[src/rtl/cordic_pkg.sv]
// Shared types and constants for the CORDIC sine/cosine generator:
// FSM state encoding, the arctangent table generator and the CORDIC gain.
package cordic_pkg;

  typedef enum logic [1:0] {
    ST_IDLE,
    ST_ROT,
    ST_OUT
  } state_t;

  // Reciprocal of the CORDIC gain An, scaled into x0 at elaboration time.
  localparam real CORDIC_GAIN = 0.6072529350;

  // Fractional bits of the fixed-point radian values used while building the table.
  localparam int ANG_FRAC = 60;

  // atan(1/n) in radians, Q0.ANG_FRAC, by its Taylor series (n >= 2).
  function automatic longint unsigned atan_recip_q(input longint unsigned n);
    longint unsigned t;
    longint unsigned den;
    longint unsigned sum;
    logic            neg;
    t   = (64'd1 << ANG_FRAC) / n;
    den = 64'd1;
    sum = 64'd0;
    neg = 1'b0;
    for (int k = 0; k < 40; k++) begin
      if (neg) sum = sum - t / den;
      else     sum = sum + t / den;
      neg = ~neg;
      den = den + 64'd2;
      t   = t / n / n;
    end
    return sum;
  endfunction

  // pi/4 in Q0.ANG_FRAC via Machin's formula.
  function automatic longint unsigned pi_over_4_q();
    return 64'd4 * atan_recip_q(64'd5) - atan_recip_q(64'd239);
  endfunction

  // round(atan(2^-i) / (2*pi) * 2^width): binary-angle arctangent table entry.
  function automatic logic [63:0] atan_entry(input int i, input int width);
    longint unsigned a;
    longint unsigned d;
    longint unsigned r;
    longint unsigned q;
    d = 64'd8 * pi_over_4_q();
    if (i == 0)             a = pi_over_4_q();
    else if (i >= ANG_FRAC) a = 64'd0;
    else                    a = atan_recip_q(64'd1 << i);
    // Restoring division yields one extra fraction bit for the final round.
    r = a;
    q = 64'd0;
    for (int k = 0; k <= width; k++) begin
      r = r << 1;
      q = q << 1;
      if (r >= d) begin
        r = r - d;
        q = q | 64'd1;
      end
    end
    return (q + 64'd1) >> 1;
  endfunction

endpackage

[src/rtl/cordic_sincos_axis_if.sv]
// AXI4-Stream style valid/ready/data bundle with producer and consumer views.
interface cordic_sincos_axis_if #(
  parameter int W = 16
);
  logic         tvalid;
  logic         tready;
  logic [W-1:0] tdata;

  modport master (output tvalid, output tdata, input tready);
  modport slave  (input tvalid, input tdata, output tready);
endinterface

[src/rtl/cordic_microrot.sv]
// One CORDIC micro-rotation in rotation mode: steer towards z = 0 using
// arithmetic shifts by i and the binary-angle arctangent table.
module cordic_microrot
  import cordic_pkg::*;
#(
  parameter int W    = 18,
  parameter int ITER = 16,
  parameter int CW   = 4
) (
  input  logic signed [W-1:0]  x,
  input  logic signed [W-1:0]  y,
  input  logic signed [W-1:0]  z,
  input  logic        [CW-1:0] i,
  output logic signed [W-1:0]  x_next,
  output logic signed [W-1:0]  y_next,
  output logic signed [W-1:0]  z_next
);

  logic [W-1:0] atan_rom [ITER];

  for (genvar g = 0; g < ITER; g++) begin : g_atan
    localparam logic [W-1:0] ATAN_G = W'(atan_entry(g, W));
    assign atan_rom[g] = ATAN_G;
  end

  logic signed [W-1:0] x_sh;
  logic signed [W-1:0] y_sh;
  logic signed [W-1:0] z_step;

  // Select the rotation direction from the sign of the residual angle.
  always_comb begin
    // NOTE: every output gets a default first so no path can leave a value held (latch).
    x_next = x;
    y_next = y;
    z_next = z;
    x_sh   = x >>> i;
    y_sh   = y >>> i;
    z_step = $signed(atan_rom[i]);
    if (z[W-1]) begin
      x_next = x + y_sh;
      y_next = y - x_sh;
      z_next = z + z_step;
    end else begin
      x_next = x - y_sh;
      y_next = y + x_sh;
      z_next = z - z_step;
    end
  end

endmodule

[src/rtl/cordic_sincos_axis.sv]
// Iterative CORDIC sine/cosine generator with stream handshakes on both sides.
// Optional gain compensation: define CORDIC_SINCOS_GAIN_COMP_EN to pre-scale x0
// by 1/An so the outputs are unit-amplitude; otherwise outputs carry gain An.
module cordic_sincos_axis
  import cordic_pkg::*;
#(
  parameter int DATA_W = 16,
  parameter int ITER   = 16,
  parameter int GUARD  = 2
) (
  input  logic                 aclk,
  input  logic                 aresetn,
  cordic_sincos_axis_if.slave  s,
  cordic_sincos_axis_if.master m
);

  localparam int IW      = DATA_W + GUARD;
  localparam int CW      = (ITER > 1) ? $clog2(ITER) : 1;
  localparam int ROUND_C = (GUARD == 0) ? 0 : (1 << (GUARD - 1));

`ifdef CORDIC_SINCOS_GAIN_COMP_EN
  localparam longint X_INIT_L = longint'(CORDIC_GAIN * (2.0 ** (DATA_W - 2 + GUARD)));
`else
  localparam longint X_INIT_L = longint'(1) << (DATA_W - 2 + GUARD);
`endif
  localparam logic signed [IW-1:0] X_INIT  = IW'(X_INIT_L);
  localparam logic signed [IW:0]   SAT_MAX = (IW + 1)'((longint'(1) << (DATA_W - 1)) - 1);
  localparam logic signed [IW:0]   SAT_MIN = ~SAT_MAX;

  state_t                  state;
  logic [CW-1:0]           cnt;
  logic signed [IW-1:0]    x_r, y_r, z_r;
  logic signed [IW-1:0]    x_n, y_n, z_n;
  logic                    neg_r;
  logic                    tvalid_r;
  logic [2*DATA_W-1:0]     tdata_r;
  logic [1:0]              quad;
  logic                    fold;
  logic [DATA_W-1:0]       phase_f;
  logic signed [IW-1:0]    z_init;
  logic                    accept;

  assign s.tready = (state == ST_IDLE);
  assign m.tvalid = tvalid_r;
  assign m.tdata  = tdata_r;
  assign accept   = (state == ST_IDLE) && s.tvalid;

  // Quadrants 01/10 are rotated by pi into [-pi/2, pi/2) and negated at the end.
  assign quad    = s.tdata[DATA_W-1 -: 2];
  assign fold    = (quad == 2'b01) || (quad == 2'b10);
  assign phase_f = fold ? (s.tdata ^ {1'b1, {(DATA_W - 1){1'b0}}}) : s.tdata;
  assign z_init  = IW'(phase_f) << GUARD;

  cordic_microrot #(
    .W    (IW),
    .ITER (ITER),
    .CW   (CW)
  ) u_microrot (
    .x      (x_r),
    .y      (y_r),
    .z      (z_r),
    .i      (cnt),
    .x_next (x_n),
    .y_next (y_n),
    .z_next (z_n)
  );

  // Drop guard bits with round-half-up, apply the fold negation, then clamp.
  function automatic logic [DATA_W-1:0] finish_comp(input logic signed [IW-1:0] v,
                                                     input logic negate);
    logic signed [IW:0] ext;
    logic signed [IW:0] rnd;
    logic signed [IW:0] sgn;
    ext = {v[IW-1], v};
    rnd = (ext + (IW + 1)'(ROUND_C)) >>> GUARD;
    sgn = negate ? -rnd : rnd;
    if (sgn > SAT_MAX)      sgn = SAT_MAX;
    else if (sgn < SAT_MIN) sgn = SAT_MIN;
    return sgn[DATA_W-1:0];
  endfunction

  // Control FSM: accept, iterate ITER times, then hold the result until taken.
  always_ff @(posedge aclk) begin
    // NOTE: sequential state uses non-blocking assignments so every register samples pre-edge values.
    if (!aresetn) begin
      state    <= ST_IDLE;
      cnt      <= '0;
      tvalid_r <= 1'b0;
      tdata_r  <= '0;
    end else begin
      case (state)
        ST_IDLE: begin
          if (s.tvalid) begin
            cnt   <= '0;
            state <= ST_ROT;
          end
        end
        ST_ROT: begin
          if (cnt == CW'(ITER - 1)) begin
            tdata_r  <= {finish_comp(y_n, neg_r), finish_comp(x_n, neg_r)};
            tvalid_r <= 1'b1;
            cnt      <= '0;
            state    <= ST_OUT;
          end else begin
            cnt <= cnt + CW'(1);
          end
        end
        ST_OUT: begin
          if (m.tready) begin
            tvalid_r <= 1'b0;
            state    <= ST_IDLE;
          end
        end
        default: state <= ST_IDLE;
      endcase
    end
  end

  // Rotation datapath: load the folded start vector, then step once per ROT cycle.
  always_ff @(posedge aclk) begin
    // NOTE: no reset here; these registers are always loaded on accept before anything reads them.
    if (accept) begin
      x_r   <= X_INIT;
      y_r   <= '0;
      z_r   <= z_init;
      neg_r <= fold;
    end else if (state == ST_ROT) begin
      x_r <= x_n;
      y_r <= y_n;
      z_r <= z_n;
    end
  end

endmodule

[src/flat_wrapper.sv]
// flat-port wrapper written by rule: the top's interface ports become plain ports
module cordic_sincos_axis_flat import cordic_pkg::*;
#(
  parameter int DATA_W = 16,
  parameter int ITER   = 16,
  parameter int GUARD  = 2
)
  (aclk, aresetn, s_tvalid, s_tdata, s_tready, m_tvalid, m_tdata, m_tready);
  cordic_sincos_axis_if #(.W(DATA_W)) s_i ();
  cordic_sincos_axis_if #(.W(2 * DATA_W)) m_i ();
  input  logic aclk;
  input  logic aresetn;
  input wire logic [$bits(s_i.tvalid)-1:0] s_tvalid;
  input wire logic [$bits(s_i.tdata)-1:0] s_tdata;
  output wire logic [$bits(s_i.tready)-1:0] s_tready;
  output wire logic [$bits(m_i.tvalid)-1:0] m_tvalid;
  output wire logic [$bits(m_i.tdata)-1:0] m_tdata;
  input wire logic [$bits(m_i.tready)-1:0] m_tready;
  assign s_i.tvalid = s_tvalid;
  assign s_i.tdata = s_tdata;
  assign s_tready = s_i.tready;
  assign m_tvalid = m_i.tvalid;
  assign m_tdata = m_i.tdata;
  assign m_i.tready = m_tready;
  cordic_sincos_axis #(.DATA_W(DATA_W), .ITER(ITER), .GUARD(GUARD)) u_core (.aclk(aclk), .aresetn(aresetn), .s(s_i), .m(m_i));
endmodule
[config.mk]
export PLATFORM = sky130hd
export DESIGN_NAME = cordic_sincos_axis_flat
export DESIGN_NICKNAME = d
export VERILOG_FILES = /design/src/rtl/cordic_pkg.sv /design/src/rtl/cordic_sincos_axis_if.sv /design/src/rtl/cordic_microrot.sv /design/src/rtl/cordic_sincos_axis.sv /design/src/flat_wrapper.sv
export SDC_FILE = /design/constraint.sdc
export NUM_CORES = 1
export LEC_CHECK = 0
export CORE_MARGIN = 2
export CORE_UTILIZATION = 30
export CTS_CLUSTER_SIZE = 20
export DETAILED_ROUTE_END_ITERATION = 12
export GPL_TIMING_DRIVEN = 0
export HOLD_SLACK_MARGIN = 0.06
export PLACE_DENSITY = 0.52
export REMOVE_ABC_BUFFERS = 1
export SYNTH_ARGS = -nofsm -noshare
export SYNTH_HDL_FRONTEND = slang
export SYNTH_SLANG_ARGS = --single-unit
[constraint.sdc]
create_clock -name aclk -period 12.65 [get_ports aclk]
set_input_delay 1.8975 -clock aclk [delete_from_list [all_inputs] [get_ports aclk]]
set_output_delay 1.8975 -clock aclk [all_outputs]
set_load 0.05 [all_outputs]
=== After elaboration in Yosys (flattened, before gate mapping) ===
Memories as Yosys holds them, arrays and structs flattened.
Cells that the tools add are included.

* Register bits: 94
* Bits in read-only memories: 288
* Input port bits: 20
* Logic and storage cells: 72
* Memories: 1

{| class="wikitable"
|+ Memories
! name !! depth !! bits a word !! read ports !! clocked after Yosys merged registers in !! write ports !! RTL line !! text
|-
| (name not given) || 16 || 18 || 1 || 0 || 0 || cordic_microrot.sv:38 || <nowiki>z_step = $signed(atan_rom[i]);</nowiki>
|}

* Add/sub/neg operators: 11
* Magnitude comparators: 5
* Eq/ne operators: 8
* Shifts and indexed selects: 2
* Mux-type cells: 24
* Bitwise logic cells: 2
* Reduce and logical (&&, ||, !) cells: 10

{| class="wikitable"
|+ Operator list
! kind !! count
|-
| 18-bit two-way mux || 7
|-
| 16-bit two-way mux || 5
|-
| 18-bit adder || 3
|-
| 18-bit subtractor || 3
|-
| 18-bit by 3-bit adder with 19-bit output (second input constant) || 2
|-
| 19-bit by 16-bit > comparator with 1-bit output (second input constant) || 2
|-
| 19-bit by 16-bit < comparator with 1-bit output (second input constant) || 2
|-
| 19-bit two-way mux || 2
|-
| 17-bit negator with 19-bit output || 2
|-
| 18-bit by 4-bit >>> shifter with 18-bit output || 2
|-
| 4-bit two-way mux || 2
|-
| 4-bit one-hot mux with 2 select lines || 1
|-
| 2-bit two-way mux || 3
|-
| 2-bit one-hot mux with 3 select lines || 1
|-
| 3-bit AND reduction || 2
|-
| 2-bit nonzero test || 3
|-
| 5-bit >= comparator (second input constant) || 1
|-
| 4-bit NOT with 5-bit output || 1
|-
| 4-bit by 1-bit adder with 4-bit output (second input constant) || 1
|-
| 2-bit by 1-bit equality test with 1-bit output (second input constant) || 2
|-
| 2-bit equality test (second input constant) || 2
|-
| 4-bit equality test (second input constant) || 1
|-
| 2-bit != test (second input constant) || 2
|-
| 2-bit AND reduction || 2
|-
| 7 further kinds || 8
|}

=== Logic depth before layout (Yosys ltp) ===
Gate-level depths: netlist of run 1.

* Depth in word-level cells: 9
* Gate-level depth with buffers: 32
* Mapped depth without buffers: 27

=== Cells and area by module ===
A second synthesis of run 1 with hierarchy kept.

* Cell total of the unflattened synthesis: 1452
* Area, all modules: 11403.4 um^2

{| class="wikitable"
|+ Modules (own cells, without submodules)
! module !! instances !! cells each !! area each (um^2) !! sequential area each (um^2)
|-
| cordic_sincos_axis || 1 || 695 || 5715.5 || 2052.0
|-
| cordic_microrot || 1 || 757 || 5688.0 || 0.0
|}

=== Worst setup path before layout of run 1 ===
No wires, ideal clock.

* Path type: reg-to-reg
* Start: reg u_core.cnt[3]
* End: reg u_core.tdata_r[10], in the netlist u_core.m.tdata[10]
* Setup time: 61 ps
* Arrival time: 6680 ps
* Required time: 12589 ps
* Path slack: 5909 ps
* Cell stages (with the launch flop): 30
* Path buffers: 7
* Clock period less this slack: 6741 ps
* Path through: dfxtp_1 buf_2 buf_1 clkbuf_1 buf_1 clkbuf_1 clkbuf_1 nand2_1 o21ai_0 ha_1 nand4b_1 nor3_1 a21oi_1 xnor2_1 nor2_1 a21oi_1 ha_1 a21o_1 a31o_1 a211o_1 o221ai_1 o31ai_1 or4b_1 nor3_2 nand3b_1 a2111oi_2 o32ai_2 nand2_2 buf_2 o221a_1

* Word-level cells in the longest chain between the ends: 9

{| class="wikitable"
|+ RTL lines
! item !! RTL line !! text
|-
| start, declared || cordic_sincos_axis.sv:31 || <nowiki>logic [CW-1:0] cnt;</nowiki>
|-
| start signal, assigned || cordic_sincos_axis.sv:105 || <nowiki>cnt <= cnt + CW'(1);</nowiki>
|-
| 18-bit by 4-bit >>> shifter with 18-bit output || cordic_microrot.sv:37 || <nowiki>y_sh = y >>> i;</nowiki>
|-
| 18-bit subtractor or 18-bit adder (tied branches) || cordic_microrot.sv:44, cordic_microrot.sv:40 ||
|-
| 18-bit two-way mux || cordic_microrot.sv:39 || <nowiki>if (z[W-1]) begin</nowiki>
|-
| 18-bit by 3-bit adder with 19-bit output || cordic_sincos_axis.sv:75 || <nowiki>rnd = (ext + (IW + 1)'(ROUND_C)) >>> GUARD;</nowiki>
|-
| 17-bit negator with 19-bit output || cordic_sincos_axis.sv:76 || <nowiki>sgn = negate ? -rnd : rnd;</nowiki>
|-
| 19-bit two-way mux || cordic_sincos_axis.sv:76 ||
|-
| 19-bit by 16-bit < comparator with 1-bit output || cordic_sincos_axis.sv:78 || <nowiki>else if (sgn < SAT_MIN) sgn = SAT_MIN;</nowiki>
|-
| 16-bit two-way mux || cordic_sincos_axis.sv:78 ||
|-
| 16-bit two-way mux || cordic_sincos_axis.sv:77 || <nowiki>if (sgn > SAT_MAX) sgn = SAT_MAX;</nowiki>
|-
| end signal, assigned || cordic_sincos_axis.sv:100 || <nowiki>tdata_r <= {finish_comp(y_n, neg_r), finish_comp(x_n, neg_r)};</nowiki>
|-
| end, declared || cordic_sincos_axis.sv:36 || <nowiki>logic [2*DATA_W-1:0] tdata_r;</nowiki>
|}

Several ways; a longest one is shown, not always the timed one.
A chain may end at the register's enable or synchronous reset.

=== Final worst setup path of run 1 ===
* Start: reg u_core.cnt[2]
* End: reg u_core.tdata_r[27], in the netlist u_core.m.tdata[27]

* Word-level cells in the longest chain between the ends: 9

{| class="wikitable"
|+ RTL lines
! item !! RTL line !! text
|-
| 18-bit by 4-bit >>> shifter with 18-bit output || cordic_microrot.sv:36 || <nowiki>x_sh = x >>> i;</nowiki>
|-
| 18-bit adder or 18-bit subtractor (tied branches) || cordic_microrot.sv:45, cordic_microrot.sv:41 ||
|-
| 18-bit two-way mux || cordic_microrot.sv:39 ||
|-
| 18-bit by 3-bit adder with 19-bit output || cordic_sincos_axis.sv:75 ||
|-
| 17-bit negator with 19-bit output || cordic_sincos_axis.sv:76 ||
|-
| 19-bit two-way mux || cordic_sincos_axis.sv:76 ||
|-
| 19-bit by 16-bit < comparator with 1-bit output || cordic_sincos_axis.sv:78 ||
|-
| 16-bit two-way mux || cordic_sincos_axis.sv:78 ||
|-
| 16-bit two-way mux || cordic_sincos_axis.sv:77 ||
|}

Several ways; a longest one is shown, not always the timed one.

==> impl_metrics.toml, run 1 <==
[floorplanning]
io_pins = 54
die-area_sq_um = 39600
die_width_um = 199
std_cell_rows = 71
core_area_sq_um = 37600
die_y_um = 199
start_util_pct = 30.3

[timing]
drv_slew = 0
skew_ns = 0.0157
timing.slew.headroom_pct = 10.5
period_share_pct = 68.5
worst_slack_ns = 3.99
worstMarginPinSlew_ns = 1.34
period_minus_slack_ns = 8.66
hold_viol = 0
setup_viol = 0
hold-worst-slack_ns = 0.465
max_freq_ghz = 0.115
rsz0062_at_grt = "no"
tns_ns = 0

[routing]
finalWirelength_um = 35200
antenna_left = 0
firstDrtPassIters = 5
vias = 10900
wl_per_cell_um = 18.1
via_per_inst = 5.58
drtIter0Drc = 677
drc_errors = 0

[clocking]
cts_tree = "built"
clkSinkCount = 94
path_clk_slew_ns = 0.08
cts_made_buffers = 9
cts_resized = 0
ctsHoldBuffers = 0
clk_latency_ns = 0.38
cts.path.max_buffers = 2
clock-root-buffer = "clkbuf_16"
cts_setup_buffers = 0
htree_levels = 3

[yosys]
synth_cells = 1443
ys_types = 98
ys_warn_count = 0
ys_async_sr_fraction_pct = 0
synth_top_area_cell = "dfxtp_1"
synth.avg_cell_area_sq_um = 7.90
yosysMostFrequentCell = "nand2_1"
ys_seq_elements = 94
netlist_area_sq_um = 11400
synth_edf_count = 17
synth.area.top_cells = "dfxtp_1 14%, ha_1 6.9%, mux4_2 6.7%"
yosys.area.top_type_share_pct = 13.5
synthTopCellsByCount = "135 x nand2_1, 123 x nor2_1, 102 x o21ai_0"
synth_seq_area_share_pct = 18.0
synthFlopType = "dfxtp_1"

[global_routing]
grt_pass1_wl_um = 56600
grt_pass1_vias = 10300
gr-usage-all-layers_pct = 18.1
grt_max_degree = 50
overflow = 0
antenna_found_initial = 0

[critical_path]
crit_type = "reg -> reg"
reg2reg_slack_ns = 3.99
endpoint_kind = "flip-flop"
reg2reg_depth = 22
required_ns = 12.92
startpoint_type = "flip-flop"
arrival_ns = 8.93
crit_path_max_fanout = 41

[placement]
post-place-ws_ns = 4.07
portBuffers = 53
place.detailed.hpwl_um = 26600
dp_cells = 1930
gp_congestion = 0.878

[finish]
final_cells = 1947
drive_above_1_share_pct = 9.33
layout.nets = 1517
syn_to_final_growth_pct = 11.0
diodes = 0

[hold_path]
worstHoldPathType = "reg -> reg"
worstHoldPathCells = 2

[flow_run]
cap_violations = 0

[status]
run_status = "finished, final reports clean"
[cells in the final DEF (no fill, tap or decap), drive strengths merged, types with 13 or more instances in the layout]
cell type,count
o31ai,13
o21ai,106
nand2,136
inv,57
ha,63
o221a,28
o21a,17
edfxtp,17
nand4,15
a21oi,97
xor2,47
mux4,34
a21o,18
and3,15
mux2,15
xnor2,82
a211o,14
mux2i,35
a31oi,18
nand2b,21
nand3,46
nor2,123
and2,21
o211ai,15
a211oi,16
clkdlybuf4s50,53
nor2b,18
nor3,41
dfxtp,77
[final cells by class]
cell class              count  area [sq um]
fillers                  3946         24900
multi-input cells        1210          8780
flip-flops and latches     94          2060
repair buffers             60           681
well taps                 511           639
clock buffers              10           239
inverters                  56           210
clock inverters             6          50.0
[worst paths after layout]
check                     start                 end
max               u_core.cnt[2]  u_core.m.tdata[27]
min          u_core.m.tdata[15]  u_core.m.tdata[15]
max reg2reg       u_core.cnt[2]  u_core.m.tdata[27]
min reg2reg  u_core.m.tdata[15]  u_core.m.tdata[15]
[flip-flops by register name, summed over array words and instances (netlist names)]
signal	cells
u_core.y_r	18
u_core.neg_r	1
u_core.z_r	18
u_core.cnt	4
u_core.m.tdata	32
u_core.m.tvalid	1
u_core.state	2
u_core.x_r	18
[per-stage QoR]
| step | util, % | cell area, sq um |
|---|---|---|
| floorplan | - | 11000 |
| CTS | 33.6 | 12600 |
| global route | 33.7 | 12700 |
| detailed placement | 32.8 | 12300 |
| finish | 33.7 | 12700 |
| global placement | 32.5 | 12200 |
[metal layers]
layer  up-vias  global-route usage, %  part of all wire (%)
met4         0                   5.94                   2.5
met3        43                   2.90                   4.5
met1      5246                   23.9                    46
met5         -                      0                     0
li1       5341                      -                     -
met2       240                   29.9                    47
[worst max-delay path, stage by stage (launching register included)]
cell and delay, ns:
dfxtp_2 0.96, clkinv_1 1.00, and3_1 0.43, a221o_1 0.31, inv_1 0.10, ha_1 0.19, and2_1 0.21, a21oi_1 0.10
xnor2_1 0.13, ha_1 0.38, a21oi_1 0.30, a2bb2oi_1 0.43, o21ai_0 0.20, a211oi_1 0.84, a31oi_1 0.16, and4_1 0.35
xnor2_1 0.33, o2111ai_1 0.26, nor3_1 0.38, a2111oi_1 0.12, nor4b_2 0.58, nand2_1 0.41, o221a_2 0.36
[kinds of logic after synthesis]
group	count (synthesis)	synth area share, %
DFF	94	18.0
and+or+nand+nor	505	22.4
xor gates and xnor gates	131	10.4
muxes	84	11.3
AOI/OAI and AO/OA	424	25.5
adders and majority gates	66	7.44
buffers and inverters	139	5.05
Power of run 1 is left out: the tool's default activity adds up to more than one toggle a clock period on the data nets, which glitch-free logic cannot reach.
==> inputs of run 2 (changes only) <==
==> constraint.sdc (replaced) <==
create_clock -name aclk -period 8.2 [get_ports aclk]
set_input_delay 1.23 -clock aclk [delete_from_list [all_inputs] [get_ports aclk]]
set_output_delay 1.23 -clock aclk [all_outputs]
set_load 0.05 [all_outputs]
==> impl_metrics.toml, run 2 (synthesis results as in run 1) <==
[global_routing]
overflow = 0
gr-usage-all-layers_pct = 18.1
antenna_found_initial = 0
grt_max_degree = 50
grt_pass1_vias = 10300
grt_pass1_wl_um = 56600

[placement]
portBuffers = 53
post-place-ws_ns = -0.379
place.detailed.hpwl_um = 26600
gp_congestion = 0.878

[timing]
hold_viol = 0
drv_slew = 0
period_share_pct = 92.4
setup_viol = 0
skew_ns = 0.0146
period_minus_slack_ns = 7.57
rsz0062_at_grt = "no"
worstMarginPinSlew_ns = 1.37
max_freq_ghz = 0.132
timing.slew.headroom_pct = 8.93
worst_slack_ns = 0.627

[clocking]
clkSinkCount = 94
ctsHoldBuffers = 0
clock-root-buffer = "clkbuf_16"
cts.path.max_buffers = 2
htree_levels = 3
clk_latency_ns = 0.38
path_clk_slew_ns = 0.08
cts_tree = "built"
cts_made_buffers = 9

[critical_path]
cpPeakStageDelay_ns = 0.64
required_ns = 8.47
crit_start = "u_core.cnt[1]"
startpoint_type = "flip-flop"
crit_path_max_fanout = 46
slowest_stage = "nor4_2"
arrival_ns = 7.84
crit_type = "reg -> reg"
path_cells = "buf_12 > mux4_2 > mux2_2 > a221o_1 > inv_1 > ha_1 > mux2_2 > fa_1 > nand2b_1 > a21o_1 > a21oi_1 > o211ai_1 > nor4_2 > and4_1 > xnor2_1 > o2111ai_1 > nor3_1 > a2111oi_1 > nor4b_2 > nand2_1 > o221a_2"
endpoint_kind = "flip-flop"
crit_family = "simple AND/OR/NAND/NOR gates"
worstReg2RegStart = "u_core.cnt[1]"
critPathBufInv = 2
worst_path_most_repeated_cell = "mux2_2"

[flow_run]
cap_violations = 0

[finish]
drive_above_1_share_pct = 10.2
largest_reg_flops = 32
syn_to_final_growth_pct = 11.7
diodes = 0
layout_commonest_cell = "nand2_1"
layout.nets = 1519
num-fill-cells = 3938
layout_common_cells = "135 x nand2_1, 121 x nor2_1, 102 x o21ai_0, 95 x a21oi_1, 81 x xnor2_1"

[status]
run_status = "finished, final reports clean"

[routing]
firstDrtPassIters = 7
wl_met2_um = 16600
top_layer_used = "met4"
antenna_left = 0
drc_errors = 0
finalWirelength_um = 35400
via_per_inst = 5.60
vias = 10900
drtIter0Drc = 695
dr_wl_met3_um = 1630
met1Wirelength_um = 16300
wl_per_cell_um = 18.1

[floorplanning]
core_area_sq_um = 37600
die_y_um = 199
start_util_pct = 30.3
io_pins = 54
die-area_sq_um = 39600
die_width_um = 199
std_cell_rows = 71

[hold_path]
worstHoldPathType = "reg -> reg"
min_from = "u_core.m.tdata[15]"
## run 2: cell types whose count changed in the layout (fill, tap and decap cells not counted), moves of 2 or more
cell,before,now
a211oi_1,15,12
a211oi_2,1,4
a21oi_1,97,95
a21oi_2,0,2
buf_4,0,2
clkinv_1,3,1
dfxtp_2,4,2
dfxtp_4,0,2
## run 2: timing repair
item	in CTS	in global routing
resized for setup	1	13
gates cloned	0	0
buffers inserted	0	2
setup endpoints to repair	30	30
pin swaps	0	2
## run 2: metal layers
| layer | GRT usage [%] | vias to the layer above |
|---|---|---|
| met4 | 5.89 | 0 |
| met2 | 29.8 | 243 |
| met3 | 2.88 | 44 |
| met5 | 0 | - |
| met1 | 24.0 | 5294 |
| li1 | - | 5341 |
## run 2: worst min-delay path, stage by stage (launching register included)
cell and delay [ns]:
dfxtp_1 0.32, nand2_1 0.05, a21oi_1 0.05
## run 2: path summary, 6_finish.rpt
path | to | slack, ns | depth (start not counted)
worst max register to register | u_core.m.tdata[27] | 0.63 | 21
worst min-delay path | u_core.m.tdata[15] | 0.47 | 2
worst min register to register | u_core.m.tdata[15] | 0.47 | 2
worst max-delay path | u_core.m.tdata[27] | 0.63 | 21
## run 2: stage by stage
step / setup TNS [ns] / cells / hold WS, ns / area (sq um) / utilization [%]
3_3_place_gp: -55.99 / 1924 / 0.451 / 12200 / 32.5
2_1_floorplan: 0 / 1360 / 0.440 / 11000 / -
5_1_grt: 0 / 1949 / 0.500 / 12700 / 33.9
3_5_place_dp: -7.67 / 1930 / 0.456 / 12300 / 32.8
6_report: 0 / 1949 / 0.466 / 12700 / 33.9
4_1_cts: 0 / 1946 / 0.469 / 12600 / 33.6
## run 2: layout make-up
class | count | area (sq um) | share of cell area [%]
flip-flops and latches | 94 | 2060 | 16.2
clock inverters | 6 | 50.0 | 0.393
multi-input cells | 1210 | 8830 | 69.4
well taps | 511 | 639 | 5.02
repair buffers | 62 | 696 | 5.46
clock buffers | 10 | 239 | 1.88
inverters | 56 | 215 | 1.69
Power of run 2 is left out for the same reason.
